<file path="src/rtl/fir_frame_arbiter.sv">
// +--------------------------------------------------------------------------+
// | fir_frame_arbiter: frame-granular round-robin share of one 4-tap FIR     |
// | Revision: 1.0                                                            |
// +--------------------------------------------------------------------------+
`default_nettype none

module fir_frame_arbiter #(
  parameter int FRAME_LOG     = 7,
  parameter int DRAIN_TIMEOUT = 64
) (
  input  logic        clk,
  input  logic        rst,
  input  logic        ch0_valid,
  input  logic [15:0] ch0_data,
  output logic        ch0_ready,
  input  logic [63:0] ch0_coeff,
  input  logic        ch1_valid,
  input  logic [15:0] ch1_data,
  output logic        ch1_ready,
  input  logic [63:0] ch1_coeff,
  output logic        fir_load,
  output logic [63:0] fir_coeff,
  output logic        fir_valid_in,
  output logic [15:0] fir_data_in,
  input  logic        fir_valid_out,
  input  logic [15:0] fir_data_out,
  output logic        out_valid,
  output logic [15:0] out_data,
  output logic        out_chan,
  output logic        out_last,
  output logic        busy,
  output logic        err
);

  localparam int CW = FRAME_LOG + 1;
  localparam int TW = $clog2(DRAIN_TIMEOUT + 1);
  localparam logic [CW-1:0] c_frame_len = CW'(1) << FRAME_LOG;
  localparam logic [CW-1:0] c_last_idx  = c_frame_len - CW'(1);
  localparam logic [TW-1:0] c_timeout   = TW'(DRAIN_TIMEOUT);

  typedef enum logic [1:0] {
    S_IDLE   = 2'd0,
    S_LOAD   = 2'd1,
    S_STREAM = 2'd2,
    S_DRAIN  = 2'd3
  } state_t;

  state_t          r_state;
  state_t          w_next;
  logic            r_grant;
  logic            r_last_grant;
  logic [CW-1:0]   r_in_cnt;
  logic [CW-1:0]   r_out_cnt;
  logic [TW-1:0]   r_timer;
  logic            r_err;
  logic            r_fir_load;
  logic [63:0]     r_fir_coeff;
  logic            r_fir_valid_in;
  logic [15:0]     r_fir_data_in;
  logic            r_out_valid;
  logic [15:0]     r_out_data;
  logic            r_out_chan;
  logic            r_out_last;

  logic            w_any;
  logic            w_new_grant;
  logic            w_sel_valid;
  logic [15:0]     w_sel_data;
  logic            w_hs;
  logic            w_res_path;
  logic            w_capture;
  logic            w_last_cap;
  logic            w_drop;
  logic            w_timeout;
  logic            w_frame_end;

  // Contention goes to the channel that did not own the previous frame.
  assign w_any       = ch0_valid | ch1_valid;
  assign w_new_grant = (ch1_valid & ~ch0_valid) | (ch0_valid & ch1_valid & ~r_last_grant);

  assign ch0_ready   = (r_state == S_STREAM) & ~r_grant;
  assign ch1_ready   = (r_state == S_STREAM) &  r_grant;
  assign w_sel_valid = r_grant ? ch1_valid : ch0_valid;
  assign w_sel_data  = r_grant ? ch1_data  : ch0_data;
  assign w_hs        = (r_state == S_STREAM) & w_sel_valid;

  // A result is only accepted while a frame owns the FIR and has room left.
  assign w_res_path  = (r_state == S_STREAM) | (r_state == S_DRAIN);
  assign w_capture   = fir_valid_out & w_res_path & (r_out_cnt != c_frame_len);
  assign w_last_cap  = w_capture & (r_out_cnt == c_last_idx);
  assign w_drop      = fir_valid_out & ~w_capture;
  assign w_timeout   = (r_state == S_DRAIN) & ~fir_valid_out & (r_timer == c_timeout);
  assign w_frame_end = (r_state == S_DRAIN) & (w_last_cap | w_timeout);

  always_ff @(posedge clk) begin
    if (!rst) begin
      r_state <= S_IDLE;
    end else begin
      r_state <= w_next;
    end
  end

  always_comb begin
    w_next = r_state;
    case (r_state)
      S_IDLE:   if (w_any) w_next = S_LOAD;
      S_LOAD:   w_next = S_STREAM;
      S_STREAM: if (w_hs && (r_in_cnt == c_last_idx)) w_next = S_DRAIN;
      S_DRAIN:  if (w_last_cap || w_timeout) w_next = S_IDLE;
      default:  w_next = S_IDLE;
    endcase
  end

  always_ff @(posedge clk) begin
    if (!rst) begin
      r_grant        <= 1'b0;
      r_last_grant   <= 1'b1;
      r_in_cnt       <= '0;
      r_out_cnt      <= '0;
      r_timer        <= '0;
      r_err          <= 1'b0;
      r_fir_load     <= 1'b0;
      r_fir_coeff    <= '0;
      r_fir_valid_in <= 1'b0;
      r_fir_data_in  <= '0;
      r_out_valid    <= 1'b0;
      r_out_data     <= '0;
      r_out_chan     <= 1'b0;
      r_out_last     <= 1'b0;
    end else begin
      r_fir_load     <= 1'b0;
      r_fir_valid_in <= w_hs;
      r_out_valid    <= 1'b0;
      r_out_last     <= 1'b0;

      if ((r_state == S_IDLE) && w_any) begin
        r_grant     <= w_new_grant;
        r_fir_load  <= 1'b1;
        r_fir_coeff <= w_new_grant ? ch1_coeff : ch0_coeff;
      end

      if (w_hs) begin
        r_fir_data_in <= w_sel_data;
        r_in_cnt      <= r_in_cnt + CW'(1);
      end

      if (w_capture) begin
        r_out_valid <= 1'b1;
        r_out_data  <= fir_data_out;
        r_out_chan  <= r_grant;
        r_out_last  <= w_last_cap;
        r_out_cnt   <= r_out_cnt + CW'(1);
      end

      if (r_state == S_DRAIN) begin
        r_timer <= fir_valid_out ? '0 : r_timer + TW'(1);
      end else begin
        r_timer <= '0;
      end

      if (w_drop || w_timeout) begin
        r_err <= 1'b1;
      end

      // Frame completion (normal or aborted) wins over the counter updates above.
      if (w_frame_end) begin
        r_last_grant <= r_grant;
        r_in_cnt     <= '0;
        r_out_cnt    <= '0;
        r_timer      <= '0;
      end
    end
  end

  assign fir_load     = r_fir_load;
  assign fir_coeff    = r_fir_coeff;
  assign fir_valid_in = r_fir_valid_in;
  assign fir_data_in  = r_fir_data_in;
  assign out_valid    = r_out_valid;
  assign out_data     = r_out_data;
  assign out_chan     = r_out_chan;
  assign out_last     = r_out_last;
  assign busy         = (r_state != S_IDLE);
  assign err          = r_err;

endmodule

`default_nettype wire

</file>
<file path="config.mk">
export PLATFORM = sky130hd
export DESIGN_NAME = fir_frame_arbiter
export DESIGN_NICKNAME = d
export VERILOG_FILES = /design/src/rtl/fir_frame_arbiter.sv
export SDC_FILE = /design/constraint.sdc
export NUM_CORES = 1
export LEC_CHECK = 0
export CAP_MARGIN = 20
export CORE_MARGIN = 2
export CORE_UTILIZATION = 38
export CTS_BUF_LIST = sky130_fd_sc_hd__clkbuf_4 sky130_fd_sc_hd__clkbuf_8
export CTS_CLUSTER_DIAMETER = 100
export DETAILED_ROUTE_END_ITERATION = 10
export GPL_TIMING_DRIVEN = 0
export PLACE_DENSITY = 0.76
export SLEW_MARGIN = 20
export SYNTH_ARGS = -nofsm -noshare
export SYNTH_HDL_FRONTEND = slang
export SYNTH_SLANG_ARGS = --single-unit
export TNS_END_PERCENT = 5
</file>
<file path="constraint.sdc">
create_clock -name clk -period 1.64 [get_ports clk]
set_clock_uncertainty 0.05 [all_clocks]
set_input_delay 0.492 -clock clk [delete_from_list [all_inputs] [get_ports clk]]
set_output_delay 0.492 -clock clk [all_outputs]
set_load 0.05 [all_outputs]
</file>
==> out/metrics.cfg, run 1 <==
[run_status]
status=finished with violations
violations=negative setup slack

[route]
via_count=5414
viasPerCell=4.98
ant_nets=0
drc=0
drt_wl_total_um=18300
drt-initial-drc-count=191
post_drt_wl_per_cell_um=16.9
dr.pass1.iters=4

[global_routing]
overflow=0
met3_usage=0.0716
grt_max_degree=17
globalRouteMet1Util=0.255
met2_usage=0.379
grt.busiest_layer=met2
track_usage=0.218
grt_antenna_before_repair=0
grt_pass1_wl_um=27300
grt_pass1_vias=5281

[pwr]
ir_worst_vdd_mv=0.867
power.density_nw_per_um2=1450
leakage_nw=4.50
p_total_mw=13.7

[clock_network]
cts_root_buf=clkbuf_8
clk_path_buf_depth=2
cts_buffers=17
clk_latency_ns=0.45
cts.sinks=129
cts_tree=done
clk_pin_slew_worst_paths_ns=0.08
cts_hold_buf=0
h-tree-depth=4

[synth]
synth-warning-count=0
syn-cell-area_sq_um=5800
yosysUniqueCellTypes=35
synth-seq-cells=129
syn_avg_cell_area_sq_um=10.1
netlist_instances=572
yosysSeqAreaShare=0.445
synth_fp_nets=762

[floorplanning]
die_height_um=128
start_util=0.386
io_pins=286
die_width_um=128
rows=45
coreArea_sq_um=15000
die_area_sq_um=16300

[hold_path]
worstHoldPathType=in2reg
hold_path_end=out_valid
whs_path_depth=2
hp-start=rst

[worst_setup_path]
rr_startpoint=r_out_cnt[5]
end_kind=flop
start_kind=flop
reg2reg_depth=5
reg2reg_slack_ns=-0.24
path_max_fanout=4
cp.arrival_ns=2.20
r2r-end=r_state[1]
path_class=reg2reg
cp.required_ns=1.96

[timing]
setup_viol=75
post-route-period-util=1.15
grt_setup_unrepaired=yes
fmax_mhz=532
setup_ws_ns=-0.240
whs_ns=0.418
drv_slew=0
hold_viol=0
worst_pin_slew_ns=0.579
min_period_ns=1.88
slew_headroom=0.614
setup_tns_ns=-6.33

[layout]
final_cell_mix=clkdlybuf4s50_1 (177), dfxtp_1 (123), mux2i_1 (99), nand2_1 (93), o211a_1 (80)
nets=1077
fin_util=0.630
layout_commonest_cell=clkdlybuf4s50_1
drive_gt1_frac=0.251
fin_area_sq_um=9470
diodes=0
area_delta_synth_final_pct=63.3
final_cells=1088

[placement]
post-place-ws_ns=-0.973
placedCellCount=1044
routabilityCongestion=0.829
placed_area_sq_um=8910
dp_hpwl_um=13900
port_buffers=284

[job]
maxCapViolations=0

[worst max path at each step]
stage / startpoint / end / slack, ns / cells past startpoint
3_5_place_dp: ch1_valid / fir_coeff[3] / -0.97 / 7
3_3_place_gp: ch1_valid / fir_coeff[3] / -0.98 / 7
6_report: r_out_cnt[5] / r_state[1] / -0.24 / 5
2_1_floorplan: r_grant / ch1_ready / -0.14 / 2
4_1_cts: r_state[0] / ch0_ready / -0.26 / 4
5_1_grt: r_out_cnt[1] / r_out_cnt[2] / -0.36 / 8
[flip-flops by register name, summed over array words and instances, names as in the netlist]
signal	flops
out_chan	1
r_timer	7
err	1
r_last_grant	1
out_last	1
fir_coeff	64
fir_valid_in	1
fir_load	1
out_data	16
out_valid	1
fir_data_in	16
r_in_cnt	8
r_grant	1
r_out_cnt	8
r_state	2
[final cells by class]
| class | count | area, sq um |
|---|---|---|
| Multi-Input combinational cell | 393 | 3180 |
| Tap cell | 188 | 235 |
| Buffer | 42 | 347 |
| Clock inverter | 12 | 158 |
| Clock buffer | 20 | 269 |
| Inverter | 8 | 38.8 |
| Fill cell | 1282 | 5570 |
| Sequential cell | 129 | 2590 |
| Timing Repair Buffer | 296 | 2640 |
[routing by layer]
metal | wire [um] | vias to the layer above
li1 | - | 2633
met1 | 7360 | 2568
met2 | 9540 | 195
met3 | 1170 | 18
met4 | 267 | 0
met5 | 0 | -
[power breakdown]
group          leakage (nW)  internal (mW)  switching (mW)
registers              1.06           3.82           0.404
logic                  3.23           2.41            4.15
clock network         0.209           1.61            1.31
total                  4.50           7.84            5.87
[cell usage after synthesis, drive strengths merged]
library cell	instances	area, sq um
a21boi	2	15.0
a21oi	2	10.0
a221oi	1	15.0
a31oi	1	12.5
and2	5	31.3
and3	2	12.5
and4b	1	10.0
buf	24	141
clkbuf	18	67.6
dfxtp	129	2580
ha	9	113
inv	8	30.0
mux2i	102	1020
nand2	94	355
nand3	5	25.0
nand4	4	25.0
nor2	32	123
nor2b	23	144
nor3	1	5.00
nor3b	1	7.51
nor4	1	21.3
nor4b	3	32.5
o211a	80	801
o21ai	3	15.0
o31a	1	8.76
or3	1	6.26
xnor2	8	70.1
xor2	11	96.3
[critical path, stage by stage, from the launching register on]
cell	delay (ns)
dfxtp_1	0.42
nand4_1	0.24
nor4_4	0.41
nor2_2	0.12
a221oi_2	0.34
mux2i_1	0.22
[what timing repair did]
action                     CTS  global route
resized for setup          607           112
gates cloned                 0             1
setup endpoints to repair  232           166
buffers inserted             3             8
pin swaps                    4            14
[kinds of logic (layout without fill, tap and decap cells)]
family,Yosys count,count (layout),synth area share
adder cells (fa/ha/maj),9,9,0.0194
multiplexers,102,102,0.176
AND/OR/NAND/NOR,173,173,0.138
AO/OA/AOI/OAI,90,90,0.151
buffers and inverters,50,378,0.0412
XOR/XNOR,19,19,0.0287
flip-flops,129,129,0.446
No activity file was read; power rests on OpenSTA's default activity.
==> run 2: changes to the inputs <==
--- a/config.mk
+++ b/config.mk
@@ -6,7 +6,7 @@
 export NUM_CORES = 1
 export LEC_CHECK = 0
 export CAP_MARGIN = 20
-export CORE_MARGIN = 2
+export CORE_MARGIN = 5
 export CORE_UTILIZATION = 38
 export CTS_BUF_LIST = sky130_fd_sc_hd__clkbuf_4 sky130_fd_sc_hd__clkbuf_8
 export CTS_CLUSTER_DIAMETER = 100
==> out/metrics.cfg, run 2 (same netlist as run 1, synthesis figures left out) <==
[route]
post_drt_wl_per_cell_um=17.7  ; was 16.9 um
viasPerCell=4.93  ; was 4.98
drt_wl_total_um=19200  ; was 18300 um
via_count=5361  ; was 5414
drt-initial-drc-count=192  ; was 191
dr.pass1.iters=4  ; unchanged
ant_nets=0  ; unchanged
drc=0  ; unchanged

[global_routing]
grt_max_degree=17  ; unchanged
grt_pass1_wl_um=29100  ; was 27300 um
overflow=0  ; unchanged
grt_antenna_before_repair=0  ; unchanged
track_usage=0.209  ; was 0.218
grt_pass1_vias=5555  ; was 5281

[worst_setup_path]
path_max_fanout=4  ; unchanged
cp.arrival_ns=1.37  ; was 2.20 ns
slowest_stage=dfxtp_4  ; was dfxtp_1
crit_path_cell_trace=inv_4 > ha_4 > nor2b_4 > buf_8  ; was nand4_1 > nor4_4 > nor2_2 > a221oi_2 > mux2i_1
rr_startpoint=r_state[1]  ; was r_out_cnt[5]
slowest_delay_ns=0.37  ; was 0.42 ns
start_kind=flop  ; unchanged
cp.required_ns=1.10  ; was 1.96 ns
end_kind=output port  ; was flop
reg2reg_slack_ns=-0.22  ; was -0.24 ns
critPathBufInv=2  ; was 0
path_class=reg2out  ; was reg2reg
reg2reg_depth=6  ; was 5
crit_family=flip-flops  ; was simple AND/OR/NAND/NOR gates
r2r-end=r_state[1]  ; unchanged

[clock_network]
cts_buffers=17  ; unchanged
clk_pin_slew_worst_paths_ns=0.08  ; about the same
clk_path_buf_depth=2  ; unchanged
clk_latency_ns=0.43  ; was 0.45 ns
h-tree-depth=4  ; unchanged
cts_root_buf=clkbuf_8  ; unchanged
cts.sinks=129  ; unchanged
cts_tree=done  ; unchanged

[layout]
final_cell_mix=clkdlybuf4s50_1 (177), dfxtp_1 (124), nand2_1 (93), mux2i_1 (93), o211a_1 (80)  ; was clkdlybuf4s50_1 (177), dfxtp_1 (123), mux2i_1 (99), nand2_1 (93), o211a_1 (80)
area_delta_synth_final_pct=64.7  ; was 63.3%
layout_commonest_cell=clkdlybuf4s50_1  ; unchanged
largest_reg_flops=64  ; unchanged
drive_gt1_frac=0.254  ; was 0.251
diodes=0  ; unchanged
fin_util=0.633  ; was 0.630
nets=1077  ; unchanged

[run_status]
violations=negative setup slack  ; unchanged
status=finished with violations  ; unchanged

[timing]
min_period_ns=1.91  ; was 1.88 ns
grt_setup_unrepaired=yes  ; unchanged
drv_slew=0  ; unchanged
slew_headroom=0.617  ; was 0.614
fmax_mhz=524  ; was 532 MHz
hold_viol=0  ; unchanged
setup_ws_ns=-0.270  ; was -0.240 ns
setup_viol=26  ; was 75
post-route-period-util=1.16  ; was 1.15
worst_pin_slew_ns=0.574  ; was 0.579 ns
whs_ns=0.421  ; was 0.418 ns

[floorplanning]
rows=45  ; unchanged
die_area_sq_um=17800  ; was 16300 sq um
io_pins=286  ; unchanged
coreArea_sq_um=15100  ; was 15000 sq um
start_util=0.384  ; was 0.386
die_height_um=134  ; was 128 um
die_width_um=134  ; was 128 um

[job]
maxCapViolations=0  ; unchanged

[hold_path]
worstHoldPathType=reg2reg  ; was in2reg
hp-start=r_timer[0]  ; was rst
hold_path_end=r_timer[0]  ; was out_valid
whs_path_depth=1  ; was 2

[pwr]
leakage_nw=4.57  ; was 4.50 nW
ir_worst_vdd_mv=0.776  ; was 0.867 mV
power.density_nw_per_um2=1490  ; was 1450 nW/um^2

[placement]
routabilityCongestion=0.798  ; was 0.829
port_buffers=284  ; unchanged
dp_hpwl_um=14800  ; was 13900 um

run 2: cell count changes in the layout (fill, tap and decap cells not counted), moves of 5 or more:
cell	change
buf_4	-33
mux2i_1	-6
buf_6	+8
buf_2	+26
mux2i_2	+5
run 2: worst max path at each step:
stage | start | endpoint | depth (start not counted)
global route | r_state[0] | ch0_ready | 4
detailed placement | ch1_valid | fir_coeff[10] | 7
finish | r_state[0] | ch0_ready | 4
floorplan | r_grant | ch1_ready | 2
CTS | r_state[0] | ch0_ready | 4
global placement | ch1_valid | fir_coeff[10] | 7
run 2: metal layers:
metal  up-vias  wire [um]  track usage
met4         0        366       0.0674
met3        24       1440       0.0721
li1       2636          -            -
met5         -          0            0
met2       181       9870        0.378
met1      2520       7540        0.228
run 2: through the flow:
step / area [sq um] / TNS, ns / worst slack (ns) / total power, mW / std cells
after floorplan: 5840 / -4.37 / -0.137 / 8.38 / 572
after global placement: 8910 / -94.36 / -1.13 / 10.7 / 1044
after detailed placement: 8910 / -94.76 / -1.13 / 10.8 / 1044
after CTS: 9170 / -4.66 / -0.255 / 13.9 / 1082
after global routing: 9550 / -6.61 / -0.336 / 14.9 / 1088
final: 9550 / -3.57 / -0.270 / 14.2 / 1088
run 2: what timing repair did:
action                     CTS  global route
gates resized for setup    584           104
buffers inserted             5             5
setup endpoints to repair  231           158
pin swaps                    3             7
gates cloned                 1             1
hold buffers                 0             0
run 2: area by class of cell:
cell class | count | area [sq um]
Tap cell | 188 | 235
Clock buffer | 24 | 318
Clock inverter | 8 | 196
Fill cell | 1304 | 5540
Inverter | 8 | 36.3
Sequential cell | 129 | 2590
Timing Repair Buffer | 296 | 2610
Buffer | 42 | 348
Multi-Input combinational cell | 393 | 3210
run 2: power by group:
part           total [mW]  internal (mW)  switching, mW
clock                3.46           2.21           1.25
combinational        6.54           2.34           4.20
sequential           4.19           3.82          0.373
